## src/rtl/lsu_mem_ctrl.sv

```systemverilog
// Load/store unit between the RV32I execute stage and a word-organised data
// memory. Each byte/halfword/word access, aligned or not, becomes one or two
// word-aligned memory transactions with byte enables; load data is shifted
// down to bit 0 and sign- or zero-extended. The core stalls on lsu_busy.
module lsu_mem_ctrl #(
    parameter int ADDR_W = 32
) (
    input  logic              clk,
    input  logic              reset,
    input  logic              lsu_valid,
    input  logic              MemRead,
    input  logic              MemWrite,
    input  logic [2:0]        func3,
    input  logic [ADDR_W-1:0] addr,
    input  logic [31:0]       w_data,
    output logic              lsu_busy,
    output logic              lsu_done,
    output logic              lsu_err,
    output logic [31:0]       r_data,
    output logic              mem_req,
    output logic              mem_we,
    output logic [ADDR_W-1:0] mem_addr,
    output logic [3:0]        mem_be,
    output logic [31:0]       mem_wdata,
    input  logic              mem_gnt,
    input  logic              mem_rvalid,
    input  logic [31:0]       mem_rdata
);

    localparam logic [2:0] F3_B  = 3'd0;
    localparam logic [2:0] F3_H  = 3'd1;
    localparam logic [2:0] F3_W  = 3'd2;
    localparam logic [2:0] F3_BU = 3'd4;
    localparam logic [2:0] F3_HU = 3'd5;

    typedef enum logic [2:0] {
        IDLE,
        REQ0,
        WAIT0,
        REQ1,
        WAIT1,
        DONE
    } state_t;

    state_t state;

    // Request decode (only meaningful while IDLE)
    logic [3:0]        size_mask;
    logic [7:0]        lane_mask;
    logic [63:0]       wdata_sh;
    logic [ADDR_W-1:0] word0_addr;
    logic [ADDR_W-1:0] word1_addr;
    logic              request;
    logic              illegal;

    // Per-access context held for the second word and the load extension
    logic [1:0]        off_q;
    logic [2:0]        f3_q;
    logic              split_q;
    logic [3:0]        be1_q;
    logic [31:0]       wdata1_q;
    logic [ADDR_W-1:0] addr1_q;
    logic [31:0]       rbuf_lo;

    // Shift the two-word read buffer down by the byte offset, then extend
    // to 32 bits according to the load type.
    function automatic logic [31:0] load_extend(input logic [63:0] dword,
                                                input logic [1:0]  off,
                                                input logic [2:0]  f3);
        logic [31:0] lane;
        logic [31:0] res;
        lane = 32'(dword >> {off, 3'b000});
        case (f3)
            F3_B:    res = {{24{lane[7]}}, lane[7:0]};
            F3_H:    res = {{16{lane[15]}}, lane[15:0]};
            F3_BU:   res = {24'h000000, lane[7:0]};
            F3_HU:   res = {16'h0000, lane[15:0]};
            F3_W:    res = lane;
            default: res = lane;
        endcase
        return res;
    endfunction

    // Byte-lane mask, lane-aligned store data and word addresses of the request
    always_comb begin
        case (func3[1:0])
            2'b00:   size_mask = 4'b0001;
            2'b01:   size_mask = 4'b0011;
            default: size_mask = 4'b1111;
        endcase
        lane_mask  = {4'b0000, size_mask} << addr[1:0];
        wdata_sh   = {32'h0000_0000, w_data} << {addr[1:0], 3'b000};
        word0_addr = {addr[ADDR_W-1:2], 2'b00};
        // Natural wrap of the adder takes the last word back to address 0
        word1_addr = word0_addr + ADDR_W'(4);
        request    = lsu_valid && (MemRead || MemWrite);
        illegal    = (MemRead && MemWrite)
                  || (func3 == 3'd3) || (func3 == 3'd6) || (func3 == 3'd7)
                  || (MemWrite && func3[2]);
    end

    // Capture access context on accept and the low read word after the first beat
    always_ff @(posedge clk) begin
        if (state == IDLE && request && !illegal) begin
            off_q    <= addr[1:0];
            f3_q     <= func3;
            split_q  <= |lane_mask[7:4];
            be1_q    <= lane_mask[7:4];
            wdata1_q <= wdata_sh[63:32];
            addr1_q  <= word1_addr;
        end
        if (state == WAIT0 && mem_rvalid) begin
            rbuf_lo <= mem_rdata;
        end
    end

    // Access sequencing FSM; every core- and memory-side output is registered here
    always_ff @(posedge clk or posedge reset) begin
        if (reset) begin
            state     <= IDLE;
            lsu_busy  <= 1'b0;
            lsu_done  <= 1'b0;
            lsu_err   <= 1'b0;
            r_data    <= 32'h0000_0000;
            mem_req   <= 1'b0;
            mem_we    <= 1'b0;
            mem_addr  <= '0;
            mem_be    <= 4'b0000;
            mem_wdata <= 32'h0000_0000;
        end else begin
            lsu_done <= 1'b0;
            lsu_err  <= 1'b0;
            case (state)
                IDLE: begin
                    if (request) begin
                        if (illegal) begin
                            lsu_err <= 1'b1;
                        end else begin
                            state     <= REQ0;
                            lsu_busy  <= 1'b1;
                            mem_req   <= 1'b1;
                            mem_we    <= MemWrite;
                            mem_addr  <= word0_addr;
                            mem_be    <= MemWrite ? lane_mask[3:0] : 4'b1111;
                            mem_wdata <= wdata_sh[31:0];
                        end
                    end
                end
                REQ0: begin
                    if (mem_gnt) begin
                        if (mem_we) begin
                            if (split_q) begin
                                // Back-to-back second write; mem_req stays high
                                state     <= REQ1;
                                mem_addr  <= addr1_q;
                                mem_be    <= be1_q;
                                mem_wdata <= wdata1_q;
                            end else begin
                                state    <= DONE;
                                mem_req  <= 1'b0;
                                lsu_done <= 1'b1;
                            end
                        end else begin
                            state   <= WAIT0;
                            mem_req <= 1'b0;
                        end
                    end
                end
                WAIT0: begin
                    if (mem_rvalid) begin
                        if (split_q) begin
                            state    <= REQ1;
                            mem_req  <= 1'b1;
                            mem_addr <= addr1_q;
                            mem_be   <= 4'b1111;
                        end else begin
                            state    <= DONE;
                            lsu_done <= 1'b1;
                            r_data   <= load_extend({32'h0000_0000, mem_rdata}, off_q, f3_q);
                        end
                    end
                end
                REQ1: begin
                    if (mem_gnt) begin
                        mem_req <= 1'b0;
                        if (mem_we) begin
                            state    <= DONE;
                            lsu_done <= 1'b1;
                        end else begin
                            state <= WAIT1;
                        end
                    end
                end
                WAIT1: begin
                    if (mem_rvalid) begin
                        state    <= DONE;
                        lsu_done <= 1'b1;
                        r_data   <= load_extend({mem_rdata, rbuf_lo}, off_q, f3_q);
                    end
                end
                DONE: begin
                    state    <= IDLE;
                    lsu_busy <= 1'b0;
                end
                default: begin
                    state    <= IDLE;
                    lsu_busy <= 1'b0;
                    mem_req  <= 1'b0;
                end
            endcase
        end
    end

endmodule
```

## config.mk

```make
export PLATFORM = sky130hd
export DESIGN_NAME = lsu_mem_ctrl
export DESIGN_NICKNAME = d
export VERILOG_FILES = /design/src/rtl/lsu_mem_ctrl.sv
export SDC_FILE = /design/constraint.sdc
export NUM_CORES = 1
export LEC_CHECK = 0
export BUFFER_PORTS_ARGS = -buffer_cell sky130_fd_sc_hd__buf_4
export CAP_MARGIN = 10
export CORE_MARGIN = 1.5
export CORE_UTILIZATION = 51
export DETAILED_ROUTE_END_ITERATION = 10
export GPL_ROUTABILITY_DRIVEN = 0
export GPL_TIMING_DRIVEN = 0
export MAX_ROUTING_LAYER = met4
export PLACE_DENSITY_LB_ADDON = 0.2
export RECOVER_POWER = 100
export SLEW_MARGIN = 10
export SYNTH_ARGS = -nofsm -noshare
export SYNTH_HDL_FRONTEND = slang
export SYNTH_SLANG_ARGS = --single-unit
```

## constraint.sdc

```tcl
create_clock -name clk -period 3.8 [get_ports clk]
set_input_delay 0 -clock clk [delete_from_list [all_inputs] [get_ports clk]]
set_output_delay 0 -clock clk [all_outputs]
set_load 0.1 [all_outputs]
```

; Word level (Yosys, flattened, before mapping)
; Cells that the tools add are included.
; W data, S select, Z words.
[op_classes]
shifts = 4
n_reduce_logical = 29
muxes = 60
add_sub_neg = 1
n_bitwise = 3
eq_ne = 23
[op_table]
columns = cell, n
row1 = $mux W32, 14
row2 = $pmux W32 S4, 2
row3 = $pmux W32 S2, 2
row4 = $pmux W32 S3, 1
row5 = $shl A32 B5 Y64, 1
row6 = $shr A64 B5 Y32, 1
row7 = $add A32 B3 Y32 const B, 1
row8 = $mux W4, 8
row9 = $shr A32 B5 Y32, 1
row10 = $mux W3, 8
row11 = $ne A2 B2 Y1 const B, 10
row12 = $mux W1, 19
row13 = $eq A3 B3 Y1 const B, 6
row14 = $reduce_and A6 Y1, 3
row15 = $reduce_and A8 Y1, 2
row16 = $pmux W3 S5, 1
row17 = $pmux W4 S3, 1
row18 = $eq A3 B2 Y1 const B, 3
row19 = $pmux W4 S2, 1
row20 = $reduce_or A4 Y1, 2
row21 = $shl A4 B2 Y8, 1
row22 = $eq A3 B1 Y1 const B, 2
row23 = $logic_and A1 B1 Y1, 6
row24 = $logic_not A3 Y1, 2
row25 = other kinds (14), 22
[word_totals]
inputBits = 106
register_bits = 214
output_inout_bits = 105

; Depth between registers and ports, before layout
; Gate-level depths: netlist of run 1.
[logic_depth]
ltp_word = 8
ltp_mapped = 8

; Least setup slack after synthesis of run 1
; No wires, ideal clock.
[synth_path]
kind = register to register
from = register state[1]
to = register mem_wdata[18]
synth_period_minus_slack_ns = 3.535
n_path_buf = 2
path_stages_with_launch = 8
arrival_ns = 3.407
setup_slack_ns = 0.265
path_cell_list = dfrtp_1 buf_6 nor3_1 nand2_1 a21oi_2 a31oi_2 buf_6 mux2_1
[synth_between]
elab_chain_len = 3
elab_cells_between_ends = 10
classes_between = eq/ne: 6 / mux: 1 / reduce/logical: 3
[synth_lines]
columns = item, line
row1 = "start, declared", 45  ; state_t state;
row2 = "start signal, assigned", 120  ; state <= IDLE;
row3 = "start signal, assigned", 139  ; state <= REQ0;
row4 = "start signal, assigned", 154  ; state <= REQ1;
row5 = $eq A3 B1 Y1 or $logic_not A3 Y1 (tied branches), 133  ; case (state)
row6 = $ne A2 B2 Y1 (no source line) or $reduce_bool A2 Y1 (tied branches), -
row7 = $reduce_and A6 Y1 (no source line), -
row8 = "end signal, assigned", 145  ; mem_wdata <= wdata_sh[31:0];
row9 = "end signal, assigned", 157  ; mem_wdata <= wdata1_q;
row10 = "end, declared", 24  ; output logic [31:0] mem_wdata,
; Parallel ways exist; a longest one is shown, timed or not.
; A chain may end at the register's enable or synchronous reset.

; Worst setup path after layout of run 1
[layout_path]
from = register state[1]
to = register mem_we
[layout_between]
elab_chain_len = 2
[layout_lines]
columns = item, line
row1 = $logic_not A3 Y1, 133
row2 = $reduce_and A3 Y1 (no source line), -
row3 = "end signal, assigned", 142  ; mem_we <= MemWrite;
row4 = "end, declared", 21  ; output logic mem_we,
; Every way passes these cells.

==> impl_metrics.yaml, run 1 <==
setup_path:
  path_cells: "clkbuf_1 -> nor3_1 -> nand2_1 -> a21oi_4 -> buf_12 -> clkbuf_2 -> mux2_2"
  slowest_delay_ns: 0.66
  crit_arrival_ns: 3.57
  worstSetupPathType: "register to register"
  crit_fanout: 23
  crit_family: "buffers and inverters"
  slowest_stage: "a21oi_4"
  required_ns: 4.19
  worstSetupStartpointType: "register"
  critPathCaptureType: "register"
  worst-path-buf-inv: 3
timing:
  setup_viol: 0
  fmax_ghz: 0.3145
  hold_slack_ns: 0.008950
  drv_slew: 63
  period_needed_ns: 3.180
  rsz0062_at_grt: "false"
  relSlewSlack_pct: -5.259
  fin_skew_ns: 0.008283
  tightestPinTransition_ns: 1.570
  fin_tns_setup_ns: 0
  fin_crit_sh_pct: 83.68
  finalHoldViolCount: 0
synthesis:
  muxShareOfSynthArea_pct: 19.44
  synth_fa_ha_area_share_pct: 0.1146
  synth-edff-count: 95
  yosysWarnings: 0
  synth_seq_area_share_pct: 50.44
  syn-instance-count: 931
  synth-xor-area-share_pct: 2.247
  synth_top_family_by_area: "multiplexers"
  yosys.area_share.simple_pct: 11.44
  syn_area_per_cell_sq_um: 11.72
  synth-seq-cells: 201
  synth_compound_area_share_pct: 12.60
  synth_flop_cell: "dfrtp_1"
  syn_area_sq_mm: 0.01092
  async_flop_share_pct: 52.74
  synth_cell_types: 65
global_route:
  antenna_found_initial: 0
  grt_pass1_vias: 9510
  grtUsageTotal_pct: 30.00
  grt.overflow.total: 0
  grt_first_pass_wirelength_microns: 50640
  grt_max_degree: 79
status:
  violations: "max-capacitance violations, max-slew violations"
  status: "finished with violations"
routing:
  drcViolationCount: 0
  viasPerCell: 5.870
  drt_first_pass_iters: 5
  drt-total-wl_microns: 32510
  num_vias: 9286
  wl_per_cell_microns: 20.55
  drt_iter0_drc: 685
  ant_nets: 0
floorplanning:
  die_x_microns: 149.3
  ios: 211
  core-area_sq_mm: 0.02102
  die_h_microns: 149.3
  die_area_sq_mm: 0.02229
  start_util_pct: 51.93
  rows: 53
final_layout:
  drive_gt1_share_pct: 20.12
  nets: 1397
  diodes: 0
  final_cells: 1582
  syn_to_final_growth_pct: 30.49
clocking:
  cts_tree: "built"
  post_cts_buffers: 0
  htree_levels: 1
  clock_latency_ns: 0.51
  clock-root-buffer: "clkbuf_16"
  clock_path_buffers: 3
  numCtsBuffers: 23
  clkSlewWorstSetupHoldPaths_ns: 0.06
  cts.sinks: 201
place:
  dp.cells: 1417
  hpwl_microns: 21650
  portBuffers: 207
power_and_ir_drop:
  power.density_mw_per_mm2: 899.9
  finalPower_w: 0.01282
  p_leak_nw: 5.588
  ir_worst_vdd_mv: 1.037
flow_run:
  drv_cap: 2
worst_hold_path:
  hp-class: "input port to register"
cell type report:
class                      count  area [sq um]
buffer                        65         321.6
clock buffer                  31         635.6
clock inverter                11         131.4
fill                        1659          6778
inverter                      11         42.54
multi-input combinational    655          4959
sequential                   201          5505
tap                          275         344.1
timing repair buffer         333          2305
cells in the final DEF, fill, tap and decap left out, types with 7 or more instances in the layout:
| cell type | netlist | final |
|---|---|---|
| edfxtp_1 | 95 | 95 |
| nor3_1 | 12 | 12 |
| xor2_1 | 8 | 8 |
| dfrtp_1 | 106 | 106 |
| clkbuf_1 | 24 | 184 |
| mux2_1 | 7 | 7 |
| a21oi_1 | 37 | 39 |
| inv_1 | 10 | 9 |
| nor2_1 | 63 | 64 |
| o22ai_1 | 8 | 8 |
| mux4_2 | 14 | 14 |
| nand2_1 | 77 | 77 |
| nand3_1 | 20 | 20 |
| o21a_1 | 12 | 12 |
| mux2_2 | 109 | 109 |
| buf_4 | 4 | 69 |
| a211oi_1 | 15 | 15 |
| nand4_1 | 8 | 8 |
| xnor2_1 | 20 | 20 |
| a22o_1 | 19 | 19 |
| a221oi_1 | 9 | 12 |
| mux2i_1 | 50 | 50 |
| nor2b_1 | 23 | 23 |
| buf_2 | 22 | 14 |
| dlygate4sd3_1 | 0 | 123 |
| o21ai_0 | 27 | 27 |
| o2bb2ai_1 | 7 | 7 |
| o221ai_1 | 7 | 7 |
| clkbuf_16 | 0 | 23 |
| and2_1 | 11 | 10 |
| a31oi_1 | 12 | 13 |
| and3_1 | 18 | 18 |
cells in the mapped netlist (all sizes together), types with 10 or more instances:
cell type	number	area, sq um
a211oi	15	112.6
a21oi	40	211.5
a221oi	14	153.9
a22o	19	166.4
a31oi	13	87.58
and2	11	68.82
and3	18	112.6
buf	41	271.5
clkbuf	24	90.09
dfrtp	106	2653
edfxtp	95	2853
inv	10	37.54
mux2	116	1306
mux2i	50	500.5
mux4	14	315.3
nand2	78	295.3
nand3	20	100.1
nor2	65	254.0
nor2b	23	143.9
nor3	12	60.06
o21a	12	90.09
o21ai	27	135.1
xnor2	20	175.2
layer usage:
metal / global-route usage (%) / up-vias / share of wire [%]
met3: 3.609 / 90 / 7.4
met4: 12.77 / 0 / 3.8
li1: - / 4213 / -
met1: 37.00 / 4508 / 39
met5: - / - / 0
met2: 49.98 / 475 / 50
path summary, 6_finish.rpt:
path	slack [ns]	start	end	cells after the start
worst max-delay path	0.62	state[1]$_DFFE_PP0P_	mem_we$_DFFE_PP0P_	7
worst min-delay path	0.009	w_data[8]	mem_wdata[8]$_DFFE_PP0P_	4
worst max register to register	0.62	state[1]$_DFFE_PP0P_	mem_we$_DFFE_PP0P_	7
worst min register to register	0.49	r_data[7]$_DFFE_PP0P_	r_data[7]$_DFFE_PP0P_	1
max in group asynchronous	2.35	reset	mem_wdata[27]$_DFFE_PP0P_	4
min in group asynchronous	0.42	reset	mem_addr[28]$_DFFE_PP0P_	3
worst reg2reg max path: cells and delay by family (launching register included):
family | cells | cell delay (ns)
buf+inv | 3 | 1.07
compound gates | 1 | 0.66
simple gates | 2 | 0.57
mux | 1 | 0.41
flops | 1 | 0.37
cell families (layout without fill, tap and decap cells):
kind of cell	count (synthesis)	count (layout)
AOI/OAI and AO/OA	189	189
xor gates and xnor gates	28	28
adders and majority gates	1	1
buffers and inverters	76	451
DFF	201	201
muxes	180	180
other	1	2
and+or+nand+nor	255	255
metrics by stage:
stage | setup WS (ns) | cell area, sq um | utilization [%]
2_1_floorplan | 0.2649 | 10920 | -
3_3_place_gp | -1.036 | 12820 | 60.97
3_5_place_dp | 1.109 | 12910 | 61.40
4_1_cts | 1.013 | 14900 | 70.90
5_1_grt | 0.4843 | 14240 | 67.76
6_report | 0.6201 | 14240 | 67.76
repair_timing:
action | 4_1_cts | 5_1_grt
hold buffers | 123 | 0
resized for setup | 0 | 0
hold endpoints to repair | 275 | 0
power by group:
group	internal, W	leakage, nW	total [W]	switching, W
logic	0.00152	3.08	0.00718	0.00566
registers	0.00298	2.13	0.00336	0.000387
clock network	0.00138	0.381	0.00228	0.000900
total	0.00587	5.59	0.0128	0.00695
sequential cells by signal, summed over array words and instances, names as in the netlist:
signal     flops
mem_wdata     32
split_q        1
mem_addr      30
wdata1_q      24
addr1_q       30
lsu_done       1
rbuf_lo       32
f3_q           3
off_q          2
lsu_err        1
state          3
mem_be         4
mem_we         1
r_data        32
be1_q          3
lsu_busy       1
mem_req        1
No activity file was read; power rests on OpenSTA's default activity.
==> run 2, diff against run 1 <==
==> constraint.sdc (replaced) <==
create_clock -name clk -period 2.8 [get_ports clk]
set_input_delay 0 -clock clk [delete_from_list [all_inputs] [get_ports clk]]
set_output_delay 0 -clock clk [all_outputs]
set_load 0.1 [all_outputs]
==> impl_metrics.yaml, run 2 (synthesized netlist as in run 1, its figures left out) <==
global_route:
  grt_max_degree: 78
  grt.overflow.total: 0
  grt_first_pass_wirelength_microns: 50940
  grt_pass1_vias: 9441
  antenna_found_initial: 1
  grtUsageTotal_pct: 30.23
clocking:
  numCtsBuffers: 23
  cts_tree: "built"
  clock-root-buffer: "clkbuf_16"
  clock_latency_ns: 0.51
  cts-resized-gates: 0
  htree_levels: 1
  clock_path_buffers: 3
  cts.sinks: 201
  clkSlewWorstSetupHoldPaths_ns: 0.06
place:
  portBuffers: 207
  pre_cts_slack_ns: -0.01527
  placed_area_sq_mm: 0.01291
  hpwl_microns: 21620
setup_path:
  crit_path_end: "mem_wdata[2]$_DFFE_PP0P_"
  critPathCaptureType: "register"
  worstSetupStartpointType: "register"
  r2r_end: "mem_wdata[2]$_DFFE_PP0P_"
  worstSetupPathType: "register to register"
  crit_arrival_ns: 3.03
  r2r_cells: 9
  reg2reg_slack_ns: 0.17
  required_ns: 3.19
  r2r-start: "state[1]$_DFFE_PP0P_"
  crit_fanout: 23
  critical_path.startpoint: "state[1]$_DFFE_PP0P_"
timing:
  fin_skew_ns: 0.01177
  fin_ws_ns: 0.1675
  setup_viol: 0
  tightestPinTransition_ns: 1.528
  rsz0062_at_grt: "false"
  finalHoldViolCount: 0
  fmax_ghz: 0.3799
  drv_slew: 31
  relSlewSlack_pct: -2.404
  hold_slack_ns: 0.04829
  period_needed_ns: 2.633
  fin_crit_sh_pct: 94.02
routing:
  ant_nets: 0
  drt_iter0_drc: 668
  drt_first_pass_iters: 5
  drcViolationCount: 0
  viasPerCell: 5.839
  num_vias: 9261
  drt-total-wl_microns: 32740
  wl_per_cell_microns: 20.64
flow_run:
  drv_cap: 1
floorplanning:
  die_x_microns: 149.3
  ios: 211
  core-area_sq_mm: 0.02102
  die_area_sq_mm: 0.02229
  die_h_microns: 149.3
  start_util_pct: 51.93
  rows: 53
power_and_ir_drop:
  p_leak_nw: 5.606
  power.density_mw_per_mm2: 1209
  ir_worst_vdd_mv: 0.8807
final_layout:
  syn_to_final_growth_pct: 30.73
  reg.largest.list: "mem_wdata (32), r_data (32), rbuf_lo (32)"
  stdcell_area_sq_mm: 0.01427
  layout_common_cells: "clkbuf_1 (180), dlygate4sd3_1 (125), mux2_2 (108), dfrtp_1 (106), edfxtp_1 (95)"
  nets: 1400
  mostFrequentLayoutCell: "clkbuf_1"
  drive_gt1_share_pct: 20.61
  final_util_pct: 67.88
  n_fill_cell: 1689
status:
  status: "finished with violations"
  violations: "max-capacitance violations, max-slew violations"
worst_hold_path:
  hp-class: "input port to register"
==> run 2: cell count changes in the layout (fill, tap and decap cells not counted), sizes merged <==
cell         delta
clkinv          +1
buf             -1
diode           +1
bufinv          -2
dlygate4sd3     +2
clkbuf          +2
a21oi           +1
==> run 2: timing repair <==
item | 4_1_cts | 5_1_grt
buffers inserted | 0 | 0
endpoints found under the hold margin | 281 | 0
hold buffers | 125 | 0
endpoints found under the setup margin | 2 | 0
==> run 2: routing by layer <==
metal  wire length, microns  vias up  part of all wire [%]  global-route usage, %
met4                   1141        0                   3.5                  10.94
met3                   2391       93                   7.3                  4.526
met5                      0        -                     0                      -
li1                       -     4214                     -                      -
met2                  16280      451                    50                  50.46
met1                  12920     4503                    39                  37.41
==> run 2: power breakdown <==
| part | internal (W) | leakage, nW | switching [W] | total, W |
|---|---|---|---|---|
| clock network | 0.00173 | 0.369 | 0.00122 | 0.00295 |
| logic | 0.00208 | 3.11 | 0.00767 | 0.00975 |
| registers | 0.00404 | 2.13 | 0.000511 | 0.00455 |
| total | 0.00785 | 5.61 | 0.00940 | 0.0172 |
==> run 2: final cells by class <==
cell class / instances / area (sq um) / area share [%]
flip-flops and latches: 201 / 5505 / 38.58
multi-input cells: 656 / 4981 / 34.91
repair buffers: 335 / 2327 / 16.31
clock buffers: 32 / 659.4 / 4.621
well taps: 275 / 344.1 / 2.411
plain buffers: 65 / 331.6 / 2.324
clock inverters: 10 / 76.32 / 0.5349
inverters: 11 / 42.54 / 0.2981
diodes: 1 / 2.502 / 0.01754
==> run 2: worst min path at each step <==
stage / depth (start not counted) / end / startpoint
5_1_grt: 5 / lsu_busy$_DFFE_PP0P_ / MemRead
6_report: 5 / lsu_busy$_DFFE_PP0P_ / MemRead
3_3_place_gp: 1 / f3_q[1]$_DFFE_PP_ / func3[1]
2_1_floorplan: 0 / f3_q[0]$_DFFE_PP_ / func3[0]
3_5_place_dp: 2 / mem_addr[22]$_DFFE_PP0P_ / reset
4_1_cts: 3 / mem_addr[25]$_DFFE_PP0P_ / reset
==> run 2: through the flow <==
stage | std cells | TNS, ns | power (W)
floorplan | 932 | 0 | 0.01253
global placement | 1414 | -206.69 | 0.01478
detailed placement | 1417 | -0.02543 | 0.01492
CTS | 1585 | 0 | 0.01806
global route | 1586 | 0 | 0.01787
finish | 1586 | 0 | 0.01725
==> run 2: worst max-delay path, stage by stage, from the launching register on <==
cell     delay, ns
dfrtp_1       0.39
buf_6         0.15
nor3_2        0.21
nand2_1       0.17
a21oi_4       0.46
buf_12        0.25
buf_16        0.19
a31oi_2       0.10
buf_2         0.28
mux2_2        0.30
